==> config.mk <==
export PLATFORM = sky130hd
export DESIGN_NAME = rv32_lsu
export DESIGN_NICKNAME = d
export VERILOG_FILES = /design/src/rtl/rv32_lsu.sv
export SDC_FILE = /design/constraint.sdc
export NUM_CORES = 1
export LEC_CHECK = 0
export BUFFER_PORTS_ARGS = -buffer_cell sky130_fd_sc_hd__buf_2
export CAP_MARGIN = 5
export CORE_MARGIN = 5
export CORE_UTILIZATION = 30
export CTS_CLUSTER_DIAMETER = 50
export CTS_CLUSTER_SIZE = 28
export DETAILED_ROUTE_END_ITERATION = 12
export HOLD_SLACK_MARGIN = 0.12
export PLACE_DENSITY = 0.66
export SETUP_SLACK_MARGIN = 0.1
export SLEW_MARGIN = 20
export SYNTH_ARGS = -nofsm -noshare
export SYNTH_HDL_FRONTEND = slang
export SYNTH_SLANG_ARGS = --single-unit
export TNS_END_PERCENT = 1
==> constraint.sdc <==
create_clock -name clk -period 4.5 [get_ports clk]
set_input_delay 0.225 -clock clk [delete_from_list [all_inputs] [get_ports clk]]
set_output_delay 0.225 -clock clk [all_outputs]
set_load 0.005 [all_outputs]
==> src/rtl/rv32_lsu.sv <==
// rv32_lsu: load/store unit between the rv32 core's data port and a req/ack word bus.
// Define RV32_LSU_MISALIGN_TRAP_EN to reject misaligned half/word accesses with lsu_err.
module rv32_lsu #(
  parameter int AW      = 32,
  parameter int TIMEOUT = 16
) (
  input  logic          clk,
  input  logic          reset,
  input  logic [AW-1:0] core_addr,
  input  logic          core_read,
  input  logic          core_write,
  input  logic [2:0]    core_funct3,
  input  logic [31:0]   core_wdata,
  output logic [31:0]   core_rdata,
  output logic          core_stall,
  output logic          lsu_done,
  output logic          lsu_err,
  output logic [AW-1:0] bus_addr,
  output logic          bus_req,
  output logic          bus_we,
  output logic [3:0]    bus_be,
  output logic [31:0]   bus_wdata,
  input  logic [31:0]   bus_rdata,
  input  logic          bus_ack
);

  typedef enum logic [1:0] {
    S_IDLE,
    S_BUS,
    S_RESP
  } state_t;

  localparam bit              TMO_EN   = (TIMEOUT > 0);
  localparam int              CW       = (TIMEOUT > 1) ? $clog2(TIMEOUT) : 1;
  localparam logic [CW-1:0]   TMO_LAST = CW'((TIMEOUT > 0) ? TIMEOUT - 1 : 0);

  state_t        state_q, state_d;
  logic [1:0]    off_q;
  logic [2:0]    f3_q;
  logic [CW-1:0] tmo_cnt;

  logic          req_any;
  logic          trap;
  logic          go_bus, go_trap, got_ack, tmo_hit;
  logic [3:0]    be_d;
  logic [31:0]   wdata_d;
  logic [31:0]   ld_data;
  logic [31:0]   sh_byte, sh_half;

  assign req_any    = core_read | core_write;
  assign core_stall = ((state_q == S_IDLE) && req_any) || (state_q == S_BUS);

  // Size comes from funct3[1:0]; 011/110/111 therefore fall into the word class.
  // NOTE: every signal assigned in an always_comb gets a default first, so no path leaves it unassigned and no latch is inferred.
  always_comb begin
    be_d    = 4'b1111;
    wdata_d = core_wdata;
    unique case (core_funct3[1:0])
      2'b00: begin
        if (core_write) be_d = 4'b0001 << core_addr[1:0];
        wdata_d = {4{core_wdata[7:0]}};
      end
      2'b01: begin
        if (core_write) be_d = 4'b0011 << {core_addr[1], 1'b0};
        wdata_d = {2{core_wdata[15:0]}};
      end
      default: begin
        be_d    = 4'b1111;
        wdata_d = core_wdata;
      end
    endcase
  end

`ifdef RV32_LSU_MISALIGN_TRAP_EN
  always_comb begin
    trap = 1'b0;
    unique case (core_funct3[1:0])
      2'b00:   trap = 1'b0;
      2'b01:   trap = core_addr[0];
      default: trap = |core_addr[1:0];
    endcase
  end
`else
  assign trap = 1'b0;
`endif

  // Lane extraction uses the offset latched at request time; word loads ignore it.
  assign sh_byte = bus_rdata >> {off_q, 3'b000};
  assign sh_half = bus_rdata >> {off_q[1], 4'b0000};

  always_comb begin
    ld_data = bus_rdata;
    unique case (f3_q)
      3'b000:  ld_data = {{24{sh_byte[7]}}, sh_byte[7:0]};
      3'b100:  ld_data = {24'h0, sh_byte[7:0]};
      3'b001:  ld_data = {{16{sh_half[15]}}, sh_half[15:0]};
      3'b101:  ld_data = {16'h0, sh_half[15:0]};
      default: ld_data = bus_rdata;
    endcase
  end

  always_comb begin
    state_d = state_q;
    go_bus  = 1'b0;
    go_trap = 1'b0;
    got_ack = 1'b0;
    tmo_hit = 1'b0;
    unique case (state_q)
      S_IDLE: begin
        if (req_any) begin
          if (trap) begin
            state_d = S_RESP;
            go_trap = 1'b1;
          end else begin
            state_d = S_BUS;
            go_bus  = 1'b1;
          end
        end
      end
      S_BUS: begin
        // An ack in the final allowed cycle wins over the timeout.
        if (bus_ack) begin
          state_d = S_RESP;
          got_ack = 1'b1;
        end else if (TMO_EN && (tmo_cnt == TMO_LAST)) begin
          state_d = S_RESP;
          tmo_hit = 1'b1;
        end
      end
      S_RESP:  state_d = S_IDLE;
      default: state_d = S_IDLE;
    endcase
  end

  // NOTE: sequential state uses non-blocking assignments so every register samples pre-edge values.
  always_ff @(posedge clk) begin
    if (reset) begin
      state_q    <= S_IDLE;
      off_q      <= '0;
      f3_q       <= '0;
      tmo_cnt    <= '0;
      bus_req    <= 1'b0;
      bus_we     <= 1'b0;
      bus_be     <= '0;
      bus_addr   <= '0;
      bus_wdata  <= '0;
      core_rdata <= '0;
      lsu_done   <= 1'b0;
      lsu_err    <= 1'b0;
    end else begin
      state_q  <= state_d;
      lsu_done <= got_ack | tmo_hit | go_trap;
      lsu_err  <= tmo_hit | go_trap;

      if (go_bus) begin
        bus_req   <= 1'b1;
        bus_we    <= core_write;
        bus_addr  <= {core_addr[AW-1:2], 2'b00};
        bus_be    <= be_d;
        bus_wdata <= wdata_d;
        off_q     <= core_addr[1:0];
        f3_q      <= core_funct3;
        tmo_cnt   <= '0;
      end

      if (state_q == S_BUS && !bus_ack) tmo_cnt <= tmo_cnt + 1'b1;
      if (got_ack || tmo_hit) bus_req <= 1'b0;

      if (got_ack)               core_rdata <= ld_data;
      else if (tmo_hit || go_trap) core_rdata <= '0;
    end
  end

endmodule

# Word level (Yosys, flattened, before mapping)
# Index checks and enable logic that the tools add are counted.
# word_totals
in_bits	104
reg_bits	113
elab_cells	59
out_inout_bits	105
# op_classes
eq_ne	8
n_shift	4
addsub	1
n_reduce_logical	12
muxes	20
bitwise_logic	2
# op_table
cell	n
$pmux 32 s4	1
$mux 32	2
$pmux 32 s2	1
$shr 32x5->16	1
$shr 32x5->8	1
$mux 4	4
$pmux 4 s2	1
$mux 1	7
$eq 3x3->1 const B	2
$mux 2	3
$add 4x1->4 const B	1
$eq 2x1->1 const B	2
$eq 4x4->1 const B	1
$logic_not 2->1	2
$pmux 2 s2	1
$reduce_bool 2->1	2
$shl 1x2->4 const A	1
$shl 2x2->4 const A	1
$eq 3x1->1 const B	1
$logic_not 3->1	1
$ne 3x2->1 const B	1
$logic_and 1x1->1	2
$logic_or 1x1->1	2
$ne 2x2->1 const B	1
other kinds (4)	5

# Depth between registers and ports, before layout
# Gate-level depths: netlist (run 1).
# logic_depth
depth_word	6
ltp_mapped	7
mapped_depth_nobuf	5

# Least setup slack after synthesis (run 1)
# Ideal clock, no wire load.
# synth_path
kind	register -> register
startpoint	register tmo_cnt[0]
endpoint	register bus_req
setup_time_ns	0.058
arrival_ns	1.503
setup_slack_ns	2.938
path_buffers	1
required_ns	4.442
period_less_slack_ns	1.562
path_stages_with_launch	7
cell_sequence	dfxtp_1 ha_1 a31oi_1 nor2_1 nor2_1 clkbuf_1 o21a_1
# synth_via
elab_chain_cells	6
# synth_rtl
item	line_no	rtl
start: declaration	40	logic [CW-1:0] tmo_cnt;
start signal: assignment	166	if (state_q == S_BUS && !bus_ack) tmo_cnt <= tmo_cnt + 1'b1;
$eq 4x4->1	125	end else if (TMO_EN && (tmo_cnt == TMO_LAST)) begin
$mux 1	125	
$mux 1	122	if (bus_ack) begin
$mux 1	108	unique case (state_q)
$logic_or 1x1->1	167	if (got_ack || tmo_hit) bus_req <= 1'b0;
$reduce_or 2->1 (no line)	n/a	
end signal: assignment	142	bus_req <= 1'b0;
end signal: assignment	156	bus_req <= 1'b1;
end signal: assignment	167	
end: declaration	19	output logic bus_req,
# Every way passes these cells.
# A chain may end at the register's enable or synchronous reset.

# Worst setup path in the final report (run 1)
# layout_path
startpoint	input port core_write
endpoint	output port core_stall
# layout_via
elab_chain_cells	3
# layout_rtl
item	line_no	rtl
start: declaration	11	input logic core_write,
$or 1x1->1	50	assign req_any = core_read | core_write;
$logic_and 1x1->1	51	assign core_stall = ((state_q == S_IDLE) && req_any) || (state_q == S_BUS);
$logic_or 1x1->1	51	
end: declaration	15	output logic core_stall,
# Every way passes these cells.

==> results of run 1 <==
==> stage by stage <==
stage,hold WS (ps),power [W],setup WS (ps)
global placement,438,0.00157,2160
global route,154,0.00303,1860
floorplan,361,0.00139,2940
finish,140,0.00288,2060
detailed placement,441,0.00158,2090
CTS,123,0.00292,2000
==> power by group <==
| group | switching (W) | internal [W] |
|---|---|---|
| Clock | 0.000481 | 0.000791 |
| Sequential | 0.0000549 | 0.00108 |
| Combinational | 0.000249 | 0.000222 |
| Total | 0.000786 | 0.00209 |
==> per-layer routing <==
metal / part of all wire, % / wire (µm) / track usage (%)
met3: 9.5 / 1530 / 6.11
met2: 46 / 7480 / 28.6
met1: 43 / 6890 / 20.5
met5: 0 / 0 / 0
met4: 1.6 / 266 / 5.94
==> cells by family after synthesis <==
family,after synthesis,synth area share (%)
AOI/OAI and AO/OA,164,23.4
adders and majority gates,1,0.263
buffers and inverters,50,4.89
DFF,113,47.6
muxes,20,5.00
other,1,0.0788
and+or+nand+nor,210,18.8
==> timing repair <==
action / in CTS / in global routing
setup endpoints to repair: 0 / 0
endpoints found under the hold margin: 76 / 0
hold buffers: 75 / 0
==> flip-flops by register name, summed over array words and instances, names as in the netlist <==
signal      flops
f3_q            3
bus_we          1
bus_addr       30
lsu_err         1
bus_req         1
state_q         2
lsu_done        1
core_rdata     32
bus_be          4
off_q           2
bus_wdata      32
tmo_cnt         4
==> cells in the final DEF, fill, tap and decap left out, types with 3 or more instances in the layout <==
master           n
buf_2          206
nand2_1        128
dfxtp_1        113
dlygate4sd3_1   75
a21oi_1         58
nor2_1          37
o21ai_0         28
mux2i_1         17
clkbuf_16       17
a211oi_1        14
nand3_1         10
a221o_2         10
o2bb2ai_1       10
nand2b_1         9
a311oi_1         8
nor3_1           8
a221o_1          6
clkinvlp_4       6
a21boi_0         5
o221ai_1         5
inv_1            4
o22ai_1          4
nand4_1          4
buf_4            4
mux4_2           3
a22o_1           3
a21o_1           3
==> layout make-up <==
class                      count  share of cell area [%]
sequential                   113                    31.4
clock inverter                11                    1.48
clock buffer                  21                    6.40
timing repair buffer         285                    25.2
tap                          216                    3.75
inverter                       4                   0.209
multi-input combinational    397                    31.6
==> worst paths after layout <==
path,slack (ps),endpoint,cells after the start
worst max-delay path,2060,core_stall,6
worst min-delay path,140,bus_we,4
worst max register to register,2110,bus_wdata[9],5
worst min register to register,450,core_rdata[7],1
==> tightest hold or removal path, stage by stage <==
cell and delay, ps:
buf_2 100, nand2_1 50, a22oi_1 50, nor2_1 80
==> flow_results.org, run 1 <==
** Critical path
- The critical path is of the in -> out type.
- Worst Setup End Kind :: output port
- Crit Path Max Fanout :: 53
- Dominant delay contributor by cell family on the critical path :: simple AND/OR/NAND/NOR gates
- For this run, the slowest stage of the critical path takes ~800 ps.
- In this run the worst setup path begins at core_write.
- Cell repeated most along the worst path :: buf_2
- Required time at the worst-slack endpoint :: 4280 ps
- Walking the worst path, the cells encountered are dlygate4sd3_1 > buf_2 > or2_1 > nand2_2 > nand2_1 > buf_2.
- The number of buffers and inverters on the critical path is 3.
- Worst Setup Start Kind :: primary input
- Cell with the biggest individual delay on the critical path :: nand2_2
- Worst EP arrival :: 2220 ps
- Startpoint of the lowest-slack register-to-register path :: state_q[1]

** Clock tree
- Clock tree from TritonCTS :: built
- CTS built an H-tree with a depth of 4.
- Buffer levels on the longest clock path :: 2
- Source-to-sink clock delay at the later pin of the worst-skew pair :: 410 ps
- Post CTS Setup Buffer Count :: 0
- Buffers inserted during clock tree synthesis total 17.
- CTS saw about 110 sinks.
- Clock slew seen by the registers of the worst setup and hold paths :: 50 ps
- Clock root buffer :: clkbuf_16
- After clock tree synthesis, the repair step resized 0 gates.

** Placed design
- After legalization and detailed placement, the total HPWL measured 10.7 mm.
- The count of buffers added on input and output ports is a little over 200.
- Final weighted congestion of routability-driven global placement :: 0.787
- Once placement finished, the instance area stood at 5880 µm².
- Cell count after placement :: 940

** Route
- First-pass iteration count of the detailed router :: 4
- Via density per instance :: 4.83
- Number of violations reported at the end of detailed-routing iteration 0 :: 286
- Average wire per cell in the routed design :: ~15 µm
- Once detail routing completed, the nets flagged for antenna violations numbered 0.
- Count of vias placed by the detailed router :: 5,057
- DRC violation count after routing :: 0
- Drt total wl :: 16.2 mm

** Finish
- Core occupancy in the finished layout :: 45.8%
- Summing all multi-input logic gate instances after layout gives 2270 µm².
- Post-route standard cell area excluding fillers :: around 7200 µm²
- Final net count :: 923
- Non-Filler Instances :: 1,047
- Storage element area :: 2260 µm²
- Cells with a size suffix above 1 make up between 30% and 40% of the layout.
- 0 antenna diodes ended up in the layout.
- The layout has 1,538 filler cells.
- Compared with the post-synthesis result, the final layout area differs by 51.3%.

** Flow run
- Max Cap Viol :: 0

** GRT
- Entering global routing, the biggest net connects 58 pins.
- The number of global-route vias before repair came to 4,948.
- Congestion Overflow GR :: 0
- The initial antenna violation count was 0.
- GRT Util Overall :: 17.2%
- Global-route wire length before repair :: 25.2 mm

** Timing
- Worst relative slew slack :: 26.9%
- Setup violations remaining at the end of the flow were counted as 0.
- Endpoints failing hold :: 0
- Setup_tns :: 0 ps
- Between clock sinks in the finished design, the worst skew comes to between 8 and 9 ps.
- Derived from the worst setup path, the maximum achievable clock frequency is 409 MHz.
- Final Critical Period :: around 2400 ps
- Dividing the final minimum period by the clock period gives 54.3%.
- RSZ-0062 raised after global routing :: no
- The number of pins exceeding their max-slew limit in the final report is 0.
- Slew at the pin closest to its max-slew limit :: 1090 ps

** Floorplanning
- Count of standard-cell rows :: 46
- After floorplanning, the core was sized to cover 15,700 µm².
- The initial utilization of the core area, before any placement, comes to 30.3%.
- Boundary Pins :: 209
- Die area :: 18,500 µm²
- The die is 136 µm tall.
- The die is about 140 µm wide.

** Yosys
- Asr flop ratio synth :: 0%
- Number of synthesized register bits :: about 110
- Yosys printed 0 warnings.
- Most used flip-flop cell after synthesis :: dfxtp_1
- By instance count, the leading cell after synthesis is nand2_1.
- Syn Std Cell Area :: 4760 µm²
- Biggest area consumer among synthesized cells :: dfxtp_1
- Mapped Cells :: 559
- Top cells by count, synth :: 129 x nand2_1, 113 x dfxtp_1, 58 x a21oi_1
- Yosys mapped a number of flops with a built-in enable equal to 0.
- Sequential elements use 47.6% of the synthesized area.
- Avg Cell Area, Syn :: around 8.5 µm²
- Number of distinct library cell variants in the gate-level netlist after synthesis :: 45
- Area fraction of the dominant cell type after synthesis :: 47.6%
- Area contributors post-synth :: dfxtp_1 48%, nand2_1 10%, a21oi_1 6.1%, mux2i_1 3.6%, nor2_1 3.0%

** Hold path
- The worst hold path belongs to the class in -> reg.
- In this run the most critical hold path is launched from core_read.

** Outcome
- The flow ran to the end, and the final reports show no timing, DRC or antenna violations.

** Power
- Maximum VDD drop :: 249 µV
- Power per Cell Area :: 400 nW/µm²
- Summed over all cells, the static leakage comes to 3.25 nW.
(Power assumes the default switching activity.)
==> run 2, diff against run 1 <==
==> constraint.sdc (replaced) <==
create_clock -name clk -period 2.5 [get_ports clk]
set_input_delay 0.125 -clock clk [delete_from_list [all_inputs] [get_ports clk]]
set_output_delay 0.125 -clock clk [all_outputs]
set_load 0.005 [all_outputs]
==> run 2 against run 1 <==
Effect of this change:
- first-iteration DRC count down 0.70%
- utilization increased by 2.2 points
- final cell count is 2.6% higher
- total power is 93% higher
- sequential cell count unchanged
- non-clock buffer count rose by 27
- die area unchanged
- sequential share of layout area fell by 1.4 points
- clock power rose by 110%
- critical path depth is 1 lower
==> flow_results.org, run 2 (synthesis gave the netlist of run 1 again) <==
** Outcome
- Status :: completed

** Critical path
- Worst Setup End Kind :: flip-flop
- Class of the most critical setup path :: reg -> reg
- The signal on the critical path passes through inv_1 > nand3_1 > o221ai_1 > o2bb2ai_1 > dlygate4sd3_1.
- STA classifies the critical path startpoint as a flip-flop.
- Worst Setup SP :: f3_q[1]
- For this run, the slowest stage of the critical path takes a little under 600 ps.
- Required time at the worst-slack endpoint :: 2850 ps
- In this run the worst path has a maximum fanout of 17.
- Data arrives at the worst endpoint at 2590 ps.
- Cell with the biggest individual delay on the critical path :: dfxtp_1
- Startpoint of the lowest-slack register-to-register path :: f3_q[1]

** Route
- Dividing the detail-routed wire length by the instance count gives 15.9 µm.
- Via density per instance :: slightly below 5
- In this run the remaining antenna-violating nets after routing total 0.
- Summed over all nets, wire length on met3 after detailed routing comes to 1.64 mm.
- DRC violation count after routing :: 0
- The first TritonRoute pass finished after 5 iterations.
- Top sig layer :: met4
- Wire segments on met2 add up to between 8 and 9 mm in the final route.
- Length of routed wiring on met1 :: between 6 and 7 mm
- Drt total wl :: 17.0 mm
- Count of vias placed by the detailed router :: 5,276
- For this block, the initial DRC count from the detailed router was 284.

** Placed design
- Final HPWL DP :: 11.0 mm
- In this run the tool buffered the top-level ports with just over 200 buffer cells.
- At the end of routability-driven placement, the weighted congestion stood at 0.783.

** Floorplanning
- For this design the top-level I/O count stands at 209.
- Die area :: 18,500 µm²
- The floorplan has 46 rows.
- From bottom edge to top edge, the die measures 136 µm.
- The initial utilization of the core area, before any placement, comes to 30.3%.
- Die Span X :: 136 µm
- Placeable core area :: roughly 16,000 µm²

** Finish
- Signed area change from the synthesized netlist to the final layout :: 58.6%
- Fill cells in the final layout number ~1,500.
- In the final layout, the share of cells above drive strength 1 is 31.2%.
- Most frequent cells in the layout :: 206 x buf_2, 128 x nand2_1, 112 x dfxtp_1
- Final net count :: between 900 and 1,000
- The largest registers in the layout are bus_wdata (32), core_rdata (32), bus_addr (30).
- Leaving out fill and tap cells, the most frequent cell in the layout is buf_2.

** Clock tree
- Clock slew seen by the registers of the worst setup and hold paths :: 50 ps
- Clock net sink count :: 113
- For the worst-skew pair, the clock arrives at the later sink with an insertion delay of ~420 ps.
- The H-tree generated during clock tree synthesis spans 4 levels.
- Clock root buffer :: clkbuf_16
- Buffer levels on the longest clock path :: 2
- Post CTS Setup Buffer Count :: 0
- Clock tree from TritonCTS :: built
- TritonCTS created 17 clock buffers.

** Hold path
- Worst hold path class :: in -> reg
- Startpoint of the lowest-slack hold path :: core_wdata[29]

** GRT
- Global routing used 18.1% of the available tracks across all layers.
- The initial antenna violation count came to 1.
- The number of global-route vias before repair came to between 5,000 and 6,000.
- The first global-routing pass estimated 26.4 mm of wire.
- Entering global routing, the biggest net connects 60 pins.
- The total overflow left after global routing is 0.

** Timing
- Portion of the clock cycle consumed by the worst path in the final layout :: 89.5%
- Adding up every negative setup slack in the final design gives 0 ps.
- Endpoints failing hold :: 0
- The number of pins exceeding their max-slew limit in the final report was 0.
- The routed design could run at a clock period as short as 2240 ps.
- Slew at the pin closest to its max-slew limit :: 705 ps
- Based on the critical path, the design can be clocked at up to 447 MHz.
- For the final database, setup skew stands at 9.66 ps.
- Count of final setup violators :: 0
- Setup repair after global routing left no endpoint under its margin.
- The worst pin sits at a relative slew slack of a little over half.

** Power
- Post-layout power :: about 0.0056 W
- Maximum VDD drop :: around 460 µV
- Dividing total power by cell area gives a power density of 739 nW/µm².
- Static Leak :: 3.43 nW

** Flow run
- Across the run, the number of max-cap violations was 0.
run 2: cell count changes in the layout (fill, tap and decap cells not counted):
cell           before  now
buf_12              0    1
buf_4               4    8
bufinv_16           1    4
clkbuf_1            2    1
clkbuf_8            2    4
clkinv_2            1    2
clkinvlp_4          6    2
dfxtp_1           113  112
dfxtp_2             0    1
diode_2             0    1
dlygate4sd3_1      75   97
inv_6               2    0
run 2: routing by layer:
layer,global-route usage (%),up-vias
li1,-,2556
met1,21.7,2450
met2,29.4,239
met3,6.85,31
met4,7.00,0
met5,0,-
run 2: cell type report:
type                       instances  area, µm²  area share [%]
clock inverter                     9        154            2.04
sequential                       113       2260            30.0
tap                              216        270            3.58
timing repair buffer             312       2080            27.6
multi-input combinational        397       2270            30.1
inverter                           4       15.0           0.199
clock buffer                      22        484            6.42
antenna                            1       2.50          0.0332
run 2: path summary, 6_finish.rpt:
check	slack (ps)	to	depth (start not counted)
worst max register to register	260	core_rdata[1]	5
worst max-delay path	260	core_rdata[1]	5
worst min register to register	450	bus_addr[21]	2
worst min-delay path	170	bus_wdata[29]	5
run 2: power by group:
part,total [W],switching (W),internal [W]
registers,0.00204,0.0000938,0.00195
clock network,0.00262,0.000854,0.00176
logic,0.000909,0.000473,0.000437
total,0.00557,0.00142,0.00415
run 2: repair_timing:
| action | 4_1_cts | 5_1_grt |
|---|---|---|
| hold buffers | 97 | 0 |
| setup endpoints to repair | 0 | 2 |
| gates resized for setup | 0 | 1 |
| endpoints found under the hold margin | 100 | 0 |
run 2: critical path, delay by kind of cell (launching register included):
family	cells	cell delay (ps)
simple gates	1	320
compound gates	2	350
flops	1	580
buf+inv	2	930
run 2: per-stage QoR:
stage               hold WS, ps  utilization, %  std cells  cell area (µm²)  worst slack (ps)
finish                      166            48.0       1074             7540               262
floorplan                   261               -        560             4760               938
global placement            365            37.7        945             5930               716
CTS                         147            48.0       1073             7540               178
global route                179            48.0       1074             7540               149
detailed placement          369            37.7        945             5930               608
==> run 3, diff against run 2 <==
--- a/config.mk
+++ b/config.mk
@@ -5,15 +5,16 @@
 export SDC_FILE = /design/constraint.sdc
 export NUM_CORES = 1
 export LEC_CHECK = 0
+export ABC_CLOCK_PERIOD_IN_PS = 2500
 export BUFFER_PORTS_ARGS = -buffer_cell sky130_fd_sc_hd__buf_2
 export CAP_MARGIN = 5
-export CORE_MARGIN = 5
-export CORE_UTILIZATION = 30
+export CORE_MARGIN = 8
+export CORE_UTILIZATION = 47
 export CTS_CLUSTER_DIAMETER = 50
 export CTS_CLUSTER_SIZE = 28
 export DETAILED_ROUTE_END_ITERATION = 12
 export HOLD_SLACK_MARGIN = 0.12
-export PLACE_DENSITY = 0.66
+export PLACE_DENSITY = 0.9
 export SETUP_SLACK_MARGIN = 0.1
 export SLEW_MARGIN = 20
 export SYNTH_ARGS = -nofsm -noshare
==> run 3 against run 2 <==
Effect of this change:
- combinational power up 4.3%
- highest routed layer unchanged
- largest power group unchanged
- final area down 0.98%
- total power shrank 5.3%
==> flow_results.org, run 3 (synthesis gave the netlist of run 1 again) <==
** Outcome
- Status :: completed

** Clock tree
- Clock net sink count :: 113
- Source-to-sink clock delay at the later pin of the worst-skew pair :: between 500 and 600 ps
- TritonCTS built the clock tree.
- Counting the buffers created by CTS gives 17.
- After clock tree synthesis, the clock-pin slew on the worst setup and hold paths is 60 ps.
- In this run the deepest clock path goes through 2 buffers.
- CTS built an H-tree with a depth of 4.
- Clock root buffer :: clkbuf_8

** GRT
- After global routing the overflow that remains totals 0.
- Pin count of the biggest net entering global routing :: 89
- Layer with the highest usage after global routing :: met2
- Vias in the first global route :: 5,518
- GR met2 Demand/Resource :: between 40% and 50%
- Met1 Resource Use GR :: 28.7%
- For this run, the total global-route usage over all layers was measured as around 27%.
- The initial antenna violation count was 0.
- The first global-routing pass estimated 28.8 mm of wire.
- Global Route met3 Usage :: 8.74%

** Timing
- Portion of the clock cycle consumed by the worst path in the final layout :: 89.4%
- In this run the tightest slew margin relative to its limit is 54.1%.
- The worst path in the final design needs a cycle of 2240 ps, including I/O delays and setup.
- RSZ-0062 raised after global routing :: no
- Slew at the pin closest to its max-slew limit :: 679 ps
- Count of final setup violators :: 0
- Endpoints failing hold :: 0
- Fin. max-slew vios :: 0
- Setup_tns :: 0 ps
- For this run, the top clock speed supported by timing is around 450 MHz.
- Slack of the critical path :: 265 ps
- Fin Clk Skew :: 14.5 ps

** Floorplanning
- The floorplan step set the die width to 117 µm.
- Initial Util :: 48.4%
- The floorplan has 36 rows.
- Die area :: 13,600 µm²
- From bottom edge to top edge, the die measures roughly 120 µm.
- Placeable core area :: 9820 µm²
- Boundary Pins :: 209

** Power
- For this design the ratio of total power to cell area is about 700 nW/µm².
- Across the VDD grid, the largest voltage drop is approximately 460 µV.
- Static Leak :: 3.43 nW

** Placed design
- Buffers placed on the I/O ports in this run total 206.
- Instance area at placement :: between 5000 and 6000 µm²
- Final weighted congestion of routability-driven global placement :: 0.857
- Worst Setup Slack post-DPL :: 721 ps
- Cell count after placement :: between 800 and 900
- Once detailed placement completed, the half-perimeter wirelength came to 10.8 mm.

** Critical path
- The critical path contains buffers and inverters numbering 2 combined.
- Required time at the worst-slack endpoint :: 2890 ps
- Worst Setup Start Kind :: flip-flop
- Crit Path Max Fanout :: 7
- Ordered list of cells on the worst path :: nor2_1 > nand2_1 > a22oi_1 > dlygate4sd3_1 > nor2_1 > dlygate4sd3_1
- STA puts the critical path data arrival time at 2630 ps.
- Among cell families on the critical path, the largest total delay comes from buffers and inverters.
- Worst Setup End Kind :: flip-flop
- The largest single stage delay on the critical path is 590 ps.
- Class of the most critical setup path :: reg -> reg
- The slowest stage of the critical path belongs to the cell dlygate4sd3_1.

** Finish
- In the final layout, the registers with the most flip-flops are bus_wdata (32), core_rdata (32), bus_addr (30).
- Area of the multi-input gates :: 2270 µm²
- Storage element area :: 2260 µm²
- Post-route standard cell area excluding fillers :: 7470 µm²
- Final net count :: 960
- From synthesis to final layout, the design area changed by 57.0%.
- After the flow finishes, the layout carries non-filler instances totaling 1,002.
- The post-route netlist has 31.0% of its cells at a drive strength greater than 1.
- The library cell used most frequently in the layout, excluding fill and tap cells, is buf_2.
- Most frequent cells in the layout :: 206 x buf_2, 128 x nand2_1, 112 x dfxtp_1
- Fill cells in the final layout number around 630.

** Hold path
- Worst hold path class :: in -> reg

** Flow run
- The tool flagged a number of max-cap violations equal to 0.

** Route
- Using the TritonRoute via totals, the vias-per-cell ratio works out to 5.57.
- The first routing iteration left about 520 violations.
- After detailed routing, the total wire length is 19.1 mm.
- Count of vias placed by the detailed router :: 5,578
- First-pass iteration count of the detailed router :: 6
- DRT antenna net count :: 0
- DRC violation count after routing :: 0
- Average wire per cell in the routed design :: 19.1 µm
[run 3: cell count changes in the layout (fill, tap and decap cells not counted), moves of 2 or more]
cell           change
clkinv_2           -2
dlygate4sd3_1      +9
bufinv_16          -3
clkinv_4           +3
clkinvlp_4         +3
[run 3: what timing repair did]
| action | in CTS | in global routing |
|---|---|---|
| endpoints found under the hold margin | 110 | 0 |
| buffers inserted | 0 | 4 |
| gates resized for setup | 0 | 2 |
| endpoints found under the setup margin | 0 | 3 |
| hold buffers | 106 | 0 |
[run 3: cell type report]
| cell class | instances | area share, % |
|---|---|---|
| antenna | 1 | 0.0335 |
| clock buffer | 22 | 6.20 |
| clock inverter | 10 | 1.39 |
| inverter | 4 | 0.251 |
| multi-input combinational | 397 | 30.4 |
| sequential | 113 | 30.3 |
| tap | 133 | 2.23 |
| timing repair buffer | 322 | 29.2 |
[run 3: tightest hold or removal path, cell delays in order]
cell and delay, ps:
buf_2 120, inv_1 70, a221oi_1 90, a22o_1 190
[run 3: layer usage]
| layer | wire length (µm) | up-vias |
|---|---|---|
| li1 | - | 2578 |
| met1 | 7010 | 2578 |
| met2 | 9480 | 348 |
| met3 | 1820 | 74 |
| met4 | 833 | 0 |
| met5 | 0 | - |
[run 3: power by group]
part / switching, W / internal (W) / leakage [nW]
combinational: 0.000500 / 0.000449 / 2.23
clock: 0.000870 / 0.00140 / 0.264
sequential: 0.000103 / 0.00195 / 0.929
[run 3: per-stage QoR]
| step | utilization [%] | hold WS (ps) | total power (W) |
|---|---|---|---|
| 2_1_floorplan | - | 261 | 0.00250 |
| 3_3_place_gp | 59.1 | 366 | 0.00282 |
| 3_5_place_dp | 59.1 | 371 | 0.00284 |
| 4_1_cts | 75.7 | 133 | 0.00523 |
| 5_1_grt | 76.0 | 140 | 0.00548 |
| 6_report | 76.1 | 154 | 0.00527 |
[run 3: worst paths after layout]
path            startpoint             end  slack (ps)  depth (start not counted)
min          bus_rdata[15]  core_rdata[15]         150                          4
max             state_q[1]          bus_we         260                          6
min reg2reg   bus_addr[31]    bus_addr[31]         450                          2
max reg2reg     state_q[1]          bus_we         260                          6
